### config.mk
export PLATFORM = sky130hd
export DESIGN_NAME = conv_row_sequencer
export DESIGN_NICKNAME = d
export VERILOG_FILES = /design/src/rtl/conv_seq_pkg.sv /design/src/rtl/conv_tap_align.sv /design/src/rtl/conv_row_sequencer.sv
export SDC_FILE = /design/constraint.sdc
export NUM_CORES = 1
export LEC_CHECK = 0
export ABC_AREA = 1
export CAP_MARGIN = 15
export CORE_ASPECT_RATIO = 0.6
export CORE_MARGIN = 8
export CORE_UTILIZATION = 45
export DETAILED_ROUTE_END_ITERATION = 8
export MAX_ROUTING_LAYER = met4
export PLACE_DENSITY = 0.7
export SYNTH_ARGS = -nofsm -noshare
export SYNTH_HDL_FRONTEND = slang
export SYNTH_SLANG_ARGS = --single-unit
### constraint.sdc
create_clock -name clk -period 3.4 [get_ports clk]
set_input_delay 1.02 -clock clk [delete_from_list [all_inputs] [get_ports clk]]
set_output_delay 1.02 -clock clk [all_outputs]
set_load 0.01 [all_outputs]
### src/rtl/conv_seq_pkg.sv
// Shared types and helpers for the 3x3 convolution row sequencer.
package conv_seq_pkg;

    localparam int PIX_W    = 8;
    localparam int TAPS     = 3;
    localparam int KROW_W   = TAPS * PIX_W;
    localparam int KERNEL_W = KROW_W * TAPS;

    typedef enum logic [2:0] {
        S_IDLE,
        S_CLEAR,
        S_FETCH,
        S_DRAIN,
        S_WRITE,
        S_FINISH
    } seq_state_t;

    // Kernel row k occupies bits [24k+23:24k].
    function automatic logic [KROW_W-1:0] kernel_row(input logic [KERNEL_W-1:0] kernel,
                                                     input logic [1:0]          k);
        return kernel[KROW_W*k +: KROW_W];
    endfunction

endpackage

### src/rtl/conv_tap_align.sv
// Fixed-depth delay line that lines up {acc, weight} with data returning
// from the input BRAM. Cleared asynchronously by reset and synchronously by flush.
module conv_tap_align #(
    parameter int DEPTH = 1,
    parameter int W     = 25
) (
    input  logic         clk,
    input  logic         reset,
    input  logic         flush,
    input  logic [W-1:0] d,
    output logic [W-1:0] q
);

    logic [W-1:0] pipe [DEPTH];

    // Shift the tap controls one stage per cycle; flush drops anything in flight.
    always_ff @(posedge clk or negedge reset) begin
        if (!reset) begin
            for (int i = 0; i < DEPTH; i++) pipe[i] <= '0;
        end else if (flush) begin
            for (int i = 0; i < DEPTH; i++) pipe[i] <= '0;
        end else begin
            pipe[0] <= d;
            for (int i = 1; i < DEPTH; i++) pipe[i] <= pipe[i-1];
        end
    end

    assign q = pipe[DEPTH-1];

endmodule

### src/rtl/conv_row_sequencer.sv
// Row scheduler for the 3x3 convolution engine: three input-row reads per
// output row, tap controls delayed to meet the BRAM data, one output write per row.
// Optional abort input is enabled with the CONV_SEQ_ABORT_EN macro.
//
// state  | meaning
// IDLE   | waiting for start; kernel latched on acceptance
// CLEAR  | one-cycle accumulator clear for the current row
// FETCH  | three input reads, rows r, r+1, r+2
// DRAIN  | wait for last tap data and engine result (RD_LAT+CONV_LAT cycles)
// WRITE  | one output-BRAM write at address r
// FINISH | one-cycle done pulse, then back to IDLE
module conv_row_sequencer
    import conv_seq_pkg::*;
#(
    parameter int OUT_ROWS = 128,
    parameter int ADDR_W   = 8,
    parameter int RD_LAT   = 1,
    parameter int CONV_LAT = 1
) (
    input  logic                clk,
    input  logic                reset,
    input  logic                start,
    input  logic [KERNEL_W-1:0] kernel,
`ifdef CONV_SEQ_ABORT_EN
    input  logic                abort,
`endif
    output logic                busy,
    output logic                done,
    output logic                in_en,
    output logic [ADDR_W-1:0]   in_addr,
    output logic                conv_clr,
    output logic                conv_acc,
    output logic [KROW_W-1:0]   conv_weight,
    output logic                out_we,
    output logic [ADDR_W-1:0]   out_addr
);

    localparam int DRAIN_CYC = RD_LAT + CONV_LAT;
    localparam int DRAIN_W   = 3;
    localparam logic [ADDR_W-1:0]  LAST_ROW  = ADDR_W'(OUT_ROWS - 1);
    localparam logic [1:0]         LAST_TAP  = 2'(TAPS - 1);
    localparam logic [DRAIN_W-1:0] DRAIN_TOP = DRAIN_W'(DRAIN_CYC - 1);

    if ((OUT_ROWS + 1) > ((1 << ADDR_W) - 1)) begin : g_addr_check
        $error("conv_row_sequencer: OUT_ROWS+1 does not fit in ADDR_W bits");
    end
    if (RD_LAT < 1 || RD_LAT > 3 || CONV_LAT < 1 || CONV_LAT > 3) begin : g_lat_check
        $error("conv_row_sequencer: RD_LAT and CONV_LAT must be 1..3");
    end

    seq_state_t          state;
    logic [ADDR_W-1:0]   row;
    logic [1:0]          tap;
    logic [1:0]          next_tap;
    logic [DRAIN_W-1:0]  drain_cnt;
    logic [KERNEL_W-1:0] kernel_q;
    logic [KROW_W-1:0]   tap_weight;
    logic                abort_hit;

    assign next_tap = tap + 2'd1;

`ifdef CONV_SEQ_ABORT_EN
    assign abort_hit = abort && (state != S_IDLE);
`else
    assign abort_hit = 1'b0;
`endif

    // Sequencer FSM; every output is registered and set on the edge entering its state.
    always_ff @(posedge clk or negedge reset) begin
        if (!reset) begin
            state      <= S_IDLE;
            row        <= '0;
            tap        <= '0;
            drain_cnt  <= '0;
            kernel_q   <= '0;
            tap_weight <= '0;
            busy       <= 1'b0;
            done       <= 1'b0;
            in_en      <= 1'b0;
            in_addr    <= '0;
            conv_clr   <= 1'b0;
            out_we     <= 1'b0;
            out_addr   <= '0;
        end else begin
            done       <= 1'b0;
            in_en      <= 1'b0;
            conv_clr   <= 1'b0;
            out_we     <= 1'b0;
            tap_weight <= '0;
            if (abort_hit) begin
                state    <= S_IDLE;
                row      <= '0;
                busy     <= 1'b0;
                in_addr  <= '0;
                out_addr <= '0;
            end else begin
                case (state)
                    S_IDLE: begin
                        if (start) begin
                            kernel_q <= kernel;
                            row      <= '0;
                            busy     <= 1'b1;
                            conv_clr <= 1'b1;
                            state    <= S_CLEAR;
                        end
                    end
                    S_CLEAR: begin
                        tap        <= 2'd0;
                        in_en      <= 1'b1;
                        in_addr    <= row;
                        tap_weight <= kernel_row(kernel_q, 2'd0);
                        state      <= S_FETCH;
                    end
                    S_FETCH: begin
                        if (tap == LAST_TAP) begin
                            drain_cnt <= DRAIN_TOP;
                            state     <= S_DRAIN;
                        end else begin
                            tap        <= next_tap;
                            in_en      <= 1'b1;
                            in_addr    <= row + ADDR_W'(next_tap);
                            tap_weight <= kernel_row(kernel_q, next_tap);
                        end
                    end
                    S_DRAIN: begin
                        if (drain_cnt == '0) begin
                            out_we   <= 1'b1;
                            out_addr <= row;
                            state    <= S_WRITE;
                        end else begin
                            drain_cnt <= drain_cnt - 1'b1;
                        end
                    end
                    S_WRITE: begin
                        if (row == LAST_ROW) begin
                            done  <= 1'b1;
                            busy  <= 1'b0;
                            state <= S_FINISH;
                        end else begin
                            row      <= row + 1'b1;
                            conv_clr <= 1'b1;
                            state    <= S_CLEAR;
                        end
                    end
                    S_FINISH: begin
                        state <= S_IDLE;
                    end
                    default: begin
                        state <= S_IDLE;
                        busy  <= 1'b0;
                    end
                endcase
            end
        end
    end

    // The read enable doubles as the accumulate strobe once delayed by the BRAM latency.
    conv_tap_align #(
        .DEPTH (RD_LAT),
        .W     (KROW_W + 1)
    ) u_tap_align (
        .clk   (clk),
        .reset (reset),
        .flush (abort_hit),
        .d     ({in_en, tap_weight}),
        .q     ({conv_acc, conv_weight})
    );

endmodule

Yosys cells after proc, flatten, opt, wreduce, memory -nomap -nowiden
Index checks and enable logic that the tools add are counted.
Widths: inputs -> output; s select.
{"block": "classes", "addsub": 4, "multipliers": 1, "eq_ne": 14, "shifts": 1, "mux": 29, "n_bitwise": 1, "n_reduce_logical": 13}
{"op": "$shiftx 72x8->24", "n": 1}
{"op": "$pmux 24 s2", "n": 1}
{"op": "$pmux 8 s2", "n": 2}
{"op": "$mux 24", "n": 1}
{"op": "$mux 8", "n": 3}
{"op": "$mux 3", "n": 6}
{"op": "$pmux 3 s5", "n": 1}
{"op": "$ne 2x2->1 const B", "n": 7}
{"op": "$reduce_and 3->1", "n": 4}
{"op": "$mux 1", "n": 9}
{"op": "$add 8x1->8 const B", "n": 1}
{"op": "$add 8x2->8", "n": 1}
{"op": "$eq 8x7->1 const B", "n": 1}
{"op": "$eq 3x2->1 const B", "n": 2}
{"op": "$eq 3x3->1 const B", "n": 2}
{"op": "$logic_not 3->1", "n": 2}
{"op": "$pmux 3 s2", "n": 1}
{"op": "$reduce_and 2->1", "n": 3}
{"op": "$reduce_bool 2->1", "n": 3}
{"op": "$mul 2x2->4 const A", "n": 1}
{"op": "$pmux 1 s2", "n": 2}
{"op": "$pmux 2 s2", "n": 1}
{"op": "$reduce_or 4->1", "n": 1}
{"op": "$eq 3x1->1 const B", "n": 1}
{"op": "other kinds (6)", "n": 6}
{"block": "totals", "reg_bits": 158, "elab_cells": 77}

Longest topological paths before layout
{"block": "logic_depth", "depth_word": 5, "mapped_depth": 12, "ltp_nobuf": 10}

Hierarchy
A second synthesis with hierarchy kept.
{"block": "hier_totals", "cells_unflattened": 696, "hier_area_um2": 6845.3}
{"mod": "conv_row_sequencer", "instances": 1, "cells_per_inst": 618, "area_per_inst_um2": 5995.8}
{"mod": "conv_tap_align", "instances": 1, "cells_per_inst": 78, "area_per_inst_um2": 849.6}

Least setup slack after synthesis
No wires, ideal clock.
{"block": "synth_path", "kind": "register to register", "startpoint": "register tap[0]", "endpoint": "register in_addr[1]", "setup_ps": 123, "arrival_ps": 2194, "required_time_ps": 3277, "setup_slack_ps": 1082, "path_stages_with_launch": 9, "n_path_buf": 2, "path_cell_list": "dfrtp_1 -> clkbuf_1 -> inv_1 -> ha_1 -> clkinv_1 -> clkbuf_1 -> fa_1 -> o21ai_0 -> o21ai_2"}
{"block": "synth_via", "elab_chain_cells": 4, "word_cells_on_any_way": 7}
{"element": "start, declared", "line_no": "conv_row_sequencer.sv:53", "source": "logic [1:0] tap;"}
{"element": "start signal, assigned", "line_no": "conv_row_sequencer.sv:119", "source": "tap <= next_tap;"}
{"element": "$add 2x1->2", "line_no": "conv_row_sequencer.sv:60", "source": "assign next_tap = tap + 2'd1;"}
{"element": "$add 8x2->8", "line_no": "conv_row_sequencer.sv:121", "source": "in_addr <= row + ADDR_W'(next_tap);"}
{"element": "$mux 8", "line_no": "conv_row_sequencer.sv:115", "source": "if (tap == LAST_TAP) begin"}
{"element": "$pmux 8 s2", "line_no": "conv_row_sequencer.sv:97", "source": "case (state)"}
{"element": "end signal, assigned", "line_no": "conv_row_sequencer.sv:110", "source": "in_addr <= row;"}
{"element": "end signal, assigned", "line_no": "conv_row_sequencer.sv:121"}
{"element": "end, declared", "line_no": "conv_row_sequencer.sv:30", "source": "output logic [ADDR_W-1:0] in_addr,"}
Parallel ways exist; a longest one is shown, timed or not. The select of a mux whose other input is x is not followed.
A chain may end at the register's enable or synchronous reset.

Worst setup path in the final report
{"block": "layout_path", "startpoint": "register tap[0]", "endpoint": "register tap_weight[22]"}
{"block": "layout_via", "elab_chain_cells": 5, "word_cells_on_any_way": 6}
{"element": "$add 2x1->2", "line_no": "conv_row_sequencer.sv:60"}
{"element": "$mul 2x2->4", "line_no": "conv_seq_pkg.sv:21", "source": "return kernel[KROW_W*k +: KROW_W];"}
{"element": "$shiftx 72x8->24", "line_no": "conv_seq_pkg.sv:21"}
{"element": "$mux 24 (*)", "line_no": "conv_row_sequencer.sv:115"}
{"element": "$pmux 24 s2 (*)", "line_no": "conv_row_sequencer.sv:97"}
{"element": "end signal, assigned", "line_no": "conv_row_sequencer.sv:111", "source": "tap_weight <= kernel_row(kernel_q, 2'd0);"}
{"element": "end signal, assigned", "line_no": "conv_row_sequencer.sv:122", "source": "tap_weight <= kernel_row(kernel_q, next_tap);"}
{"element": "end, declared", "line_no": "conv_row_sequencer.sv:57", "source": "logic [KROW_W-1:0] tap_weight;"}
Mark *: on every way between the ends. The rest lies on a longest branch, timed or not.

==> flow_summary.html <==
<table>
<tr><th>Metric</th><th>Value</th></tr>
<tr><th colspan="2">Floorplan</th></tr>
<tr><td>Die H</td><td>109.5 µm</td></tr>
<tr><td>Top-Level Pins</td><td>121</td></tr>
<tr><td>Number of placement rows</td><td>34</td></tr>
<tr><td>Core footprint</td><td>14,380 µm²</td></tr>
<tr><td>Area of the die</td><td>18,810 µm²</td></tr>
<tr><td>Initial Utilization</td><td>45.60%</td></tr>
<tr><td>Die Width</td><td>171.8 µm</td></tr>
<tr><th colspan="2">STA</th></tr>
<tr><td>Fmax achieved</td><td>378.5 MHz</td></tr>
<tr><td>RSZ-0062 raised after global routing</td><td>no</td></tr>
<tr><td>Fin. Hold Viols</td><td>0</td></tr>
<tr><td>Post-Route Setup TNS</td><td>0 ps</td></tr>
<tr><td>Worst-margin pin slew</td><td>922.2 ps</td></tr>
<tr><td>Final setup skew</td><td>11.70 ps</td></tr>
<tr><td>Worst hold slack across all endpoints</td><td>348.2 ps</td></tr>
<tr><td>Post-route clock period utilization</td><td>77.70%</td></tr>
<tr><td>Shortest period the worst path allows</td><td>2642 ps</td></tr>
<tr><td>Max transition margin</td><td>38.37%</td></tr>
<tr><td>Setup violations, final</td><td>0</td></tr>
<tr><td>Final-report max-slew violation count</td><td>0</td></tr>
<tr><th colspan="2">Drt</th></tr>
<tr><td>Residual DRC</td><td>0</td></tr>
<tr><td>Count of antenna-violating nets left after detailed routing</td><td>0</td></tr>
<tr><td>Number of vias in the routed layout</td><td>5,277</td></tr>
<tr><td>Final Routed Wirelength</td><td>17.47 mm</td></tr>
<tr><td>Average wire per standard cell</td><td>16.67 µm</td></tr>
<tr><td>Initial DRT Pass Iterations</td><td>5</td></tr>
<tr><td>1st-iter DRT viols</td><td>471</td></tr>
<tr><td>Number of vias per cell after detailed routing</td><td>5.035</td></tr>
<tr><th colspan="2">Run status</th></tr>
<tr><td>Outcome</td><td>finished clean</td></tr>
<tr><th colspan="2">CTS</th></tr>
<tr><td>Clock Path Buffers</td><td>2</td></tr>
<tr><td>Number of post-CTS setup repair buffers</td><td>0</td></tr>
<tr><td>CTS Hold Bufs</td><td>0</td></tr>
<tr><td>H-tree level count</td><td>4</td></tr>
<tr><td>Clk sink count</td><td>158</td></tr>
<tr><td>Clock Tree Root</td><td>sky130_fd_sc_hd__clkbuf_16</td></tr>
<tr><td>Clock-pin slew of the registers on the worst-case setup and hold paths</td><td>60 ps</td></tr>
<tr><td># resized after CTS</td><td>0</td></tr>
<tr><td>Clock tree from TritonCTS</td><td>yes</td></tr>
<tr><td>Worst skew pair latency</td><td>420 ps</td></tr>
<tr><td>Num CTS Buffers</td><td>17</td></tr>
<tr><th colspan="2">Worst setup path</th></tr>
<tr><td>Required time of the critical path</td><td>3670 ps</td></tr>
<tr><td>Category of the most critical setup path</td><td>reg2reg</td></tr>
<tr><td>Critical path capture point type</td><td>register</td></tr>
<tr><td>Biggest fanout along the worst timing path</td><td>25</td></tr>
<tr><td>Arrival time worst endpoint</td><td>2910 ps</td></tr>
<tr><td>Critical Path Source Type</td><td>register</td></tr>
<tr><th colspan="2">Finish</th></tr>
<tr><td>Fin nets</td><td>917</td></tr>
<tr><td>Fraction of final layout cells sized beyond drive strength 1</td><td>7.202%</td></tr>
<tr><td>Layout-stage area growth over the synthesis result</td><td>29.47%</td></tr>
<tr><td>Final standard cell utilization of the core</td><td>59.03%</td></tr>
<tr><th colspan="2">Job</th></tr>
<tr><td>Maximum Capacitance Violations</td><td>0</td></tr>
<tr><th colspan="2">Synth</th></tr>
<tr><td>Number of distinct library cells after synthesis</td><td>29</td></tr>
<tr><td>Synth area leaders</td><td>sky130_fd_sc_hd__dfrtp_1 60%, sky130_fd_sc_hd__nand2_1 12%, sky130_fd_sc_hd__o21ai_0 8.2%, sky130_fd_sc_hd__inv_1 4.2%, sky130_fd_sc_hd__o21ai_1 2.4%</td></tr>
<tr><td>Seq/Total Area, Yosys</td><td>60.31%</td></tr>
<tr><td>Mean post-synth cell area</td><td>9.093 µm²</td></tr>
<tr><td>Count of yosys warnings during synthesis</td><td>0</td></tr>
<tr><td>Post-synth net total</td><td>803</td></tr>
<tr><td>Flops &amp; latches, synth</td><td>158</td></tr>
<tr><td>Post-Syn Area</td><td>6556 µm²</td></tr>
<tr><td>Biggest area consumer among synthesized cells</td><td>sky130_fd_sc_hd__dfrtp_1</td></tr>
<tr><td>Yosys top cell area share</td><td>60.31%</td></tr>
<tr><td>Cell count after synthesis</td><td>721</td></tr>
<tr><th colspan="2">Placement</th></tr>
<tr><td>Detailed placement HPWL</td><td>11.89 mm</td></tr>
<tr><td>Gp weighted congestion</td><td>0.8915</td></tr>
<tr><td>Number of input and output port buffers inserted</td><td>120</td></tr>
<tr><th colspan="2">GRT</th></tr>
<tr><td>Final global-route overflow total</td><td>0</td></tr>
<tr><td>Total Routing Usage GR</td><td>20.06%</td></tr>
<tr><td>Global-route wire length before repair</td><td>28.06 mm</td></tr>
<tr><td>Number of antenna violations at the first check in global routing</td><td>2</td></tr>
<tr><td>Vias in the first global route</td><td>5,206</td></tr>
<tr><td>Largest net degree at the start of global routing</td><td>121</td></tr>
<tr><th colspan="2">Pwr</th></tr>
<tr><td>Max IR drop VDD</td><td>0.2821 mV</td></tr>
<tr><td>Power density of the placed cells</td><td>459.2 nW/µm²</td></tr>
<tr><td>Total power after layout</td><td>3.898 mW</td></tr>
<tr><td>Leakage power</td><td>4.141 nW</td></tr>
<tr><th colspan="2">Min path</th></tr>
<tr><td>Path class of the lowest-slack min-delay path</td><td>reg2reg</td></tr>
</table>
==> where the power goes <==
group / leakage (nW) / switching (mW) / total (mW) / internal [mW]
logic: 1.98 / 0.0552 / 0.133 / 0.0779
registers: 1.88 / 0 / 1.88 / 1.88
clock network: 0.280 / 0.781 / 1.88 / 1.10
total: 4.14 / 0.836 / 3.90 / 3.06
==> per-stage QoR <==
stage               setup WS, ps  std cells  cell area [µm²]
global placement           743.7       1014             7900
CTS                        799.8       1045             8481
finish                     758.3       1048             8488
detailed placement         676.4       1014             7900
global route               563.7       1047             8486
floorplan                   1082        721             6556
==> final cells by class <==
class	instances	area [µm²]
well taps	198	247.7
multi-input cells	452	2117
repair buffers	128	1287
inverters	78	294.0
flip-flops and latches	158	3954
diodes	3	7.507
fillers	1235	5891
clock inverters	12	137.6
clock buffers	19	442.9
==> cells in the mapped netlist <==
library cell / n
sky130_fd_sc_hd__clkinv_1: 1
sky130_fd_sc_hd__nand2_4: 2
sky130_fd_sc_hd__nand3_1: 27
sky130_fd_sc_hd__clkbuf_1: 14
sky130_fd_sc_hd__nand3b_1: 1
sky130_fd_sc_hd__o31ai_1: 1
sky130_fd_sc_hd__buf_4: 8
sky130_fd_sc_hd__nand3_2: 1
sky130_fd_sc_hd__a21oi_1: 26
sky130_fd_sc_hd__inv_2: 4
sky130_fd_sc_hd__nand4_1: 5
sky130_fd_sc_hd__o21ai_0: 107
sky130_fd_sc_hd__ha_1: 6
sky130_fd_sc_hd__o21ai_1: 32
sky130_fd_sc_hd__or2_2: 1
sky130_fd_sc_hd__nand2_2: 5
sky130_fd_sc_hd__xor2_1: 2
sky130_fd_sc_hd__nor2_4: 1
sky130_fd_sc_hd__nor2_2: 4
sky130_fd_sc_hd__inv_1: 73
sky130_fd_sc_hd__nor2_1: 10
sky130_fd_sc_hd__o21a_1: 1
sky130_fd_sc_hd__fa_1: 1
sky130_fd_sc_hd__o21ai_2: 4
sky130_fd_sc_hd__buf_2: 7
sky130_fd_sc_hd__buf_6: 4
sky130_fd_sc_hd__dfrtp_1: 158
sky130_fd_sc_hd__a21o_1: 1
sky130_fd_sc_hd__nand2_1: 214
==> kinds of logic after synthesis <==
family	count (synthesis)	synth area share (%)
adders and majority gates	7	1.450
buffers and inverters	111	7.404
AOI/OAI and AO/OA	172	13.47
and+or+nand+nor	271	17.10
DFF	158	60.31
xor gates and xnor gates	2	0.2672
==> metal layers <==
| metal | track usage, % | vias up | share of wire [%] |
|---|---|---|---|
| met1 | 27.49 | 2529 | 47 |
| li1 | - | 2537 | - |
| met3 | 6.024 | 11 | 8.7 |
| met2 | 28.86 | 200 | 43 |
| met4 | 4.838 | 0 | 0.73 |
| met5 | - | - | 0 |
==> critical path: stages, from the launching register on <==
cell                       delay, ps
sky130_fd_sc_hd__dfrtp_1         380
sky130_fd_sc_hd__inv_1           120
sky130_fd_sc_hd__ha_1            260
sky130_fd_sc_hd__clkinv_1        100
sky130_fd_sc_hd__buf_4           330
sky130_fd_sc_hd__nand2_1         630
sky130_fd_sc_hd__o21ai_0         390
sky130_fd_sc_hd__nand2_1          90
sky130_fd_sc_hd__o21ai_0         180
==> registers in the layout, indices dropped and copies added (netlist names) <==
signal,cells
kernel_q,72
u_tap_align.q,25
tap_weight,24
in_addr,8
out_addr,8
row,8
drain_cnt,3
state,3
tap,2
busy,1
conv_clr,1
done,1
in_en,1
out_we,1
==> worst paths after layout <==
kind / endpoint / from / slack [ps] / cells after the start
worst max register to register: tap_weight[22]$_DFF_PN0_ / tap[0]$_DFFE_PN0P_ / 760 / 8
worst min-delay path: u_tap_align.q[3]$_DFF_PN0_ / tap_weight[3]$_DFF_PN0_ / 350 / 0
min in group asynchronous: u_tap_align.q[12]$_DFF_PN0_ / reset / 610 / 1
worst max-delay path: tap_weight[22]$_DFF_PN0_ / tap[0]$_DFFE_PN0P_ / 760 / 8
max in group asynchronous: kernel_q[56]$_DFFE_PN0P_ / reset / 1950 / 2
worst min register to register: u_tap_align.q[3]$_DFF_PN0_ / tap_weight[3]$_DFF_PN0_ / 350 / 0
==> cells in the final DEF (no fill, tap or decap), drive strengths merged, types with 2 or more instances in the layout <==
cell type,instances
o21ai,143
nand3,28
clkbuf,19
clkdlybuf4s50,119
clkinv,7
inv,79
diode,3
clkinvlp,2
nand4,5
dfrtp,158
ha,6
nor2,15
buf,9
bufinv,2
xor2,2
a21oi,26
nand2,221
Power figures use the tool's default switching activity.
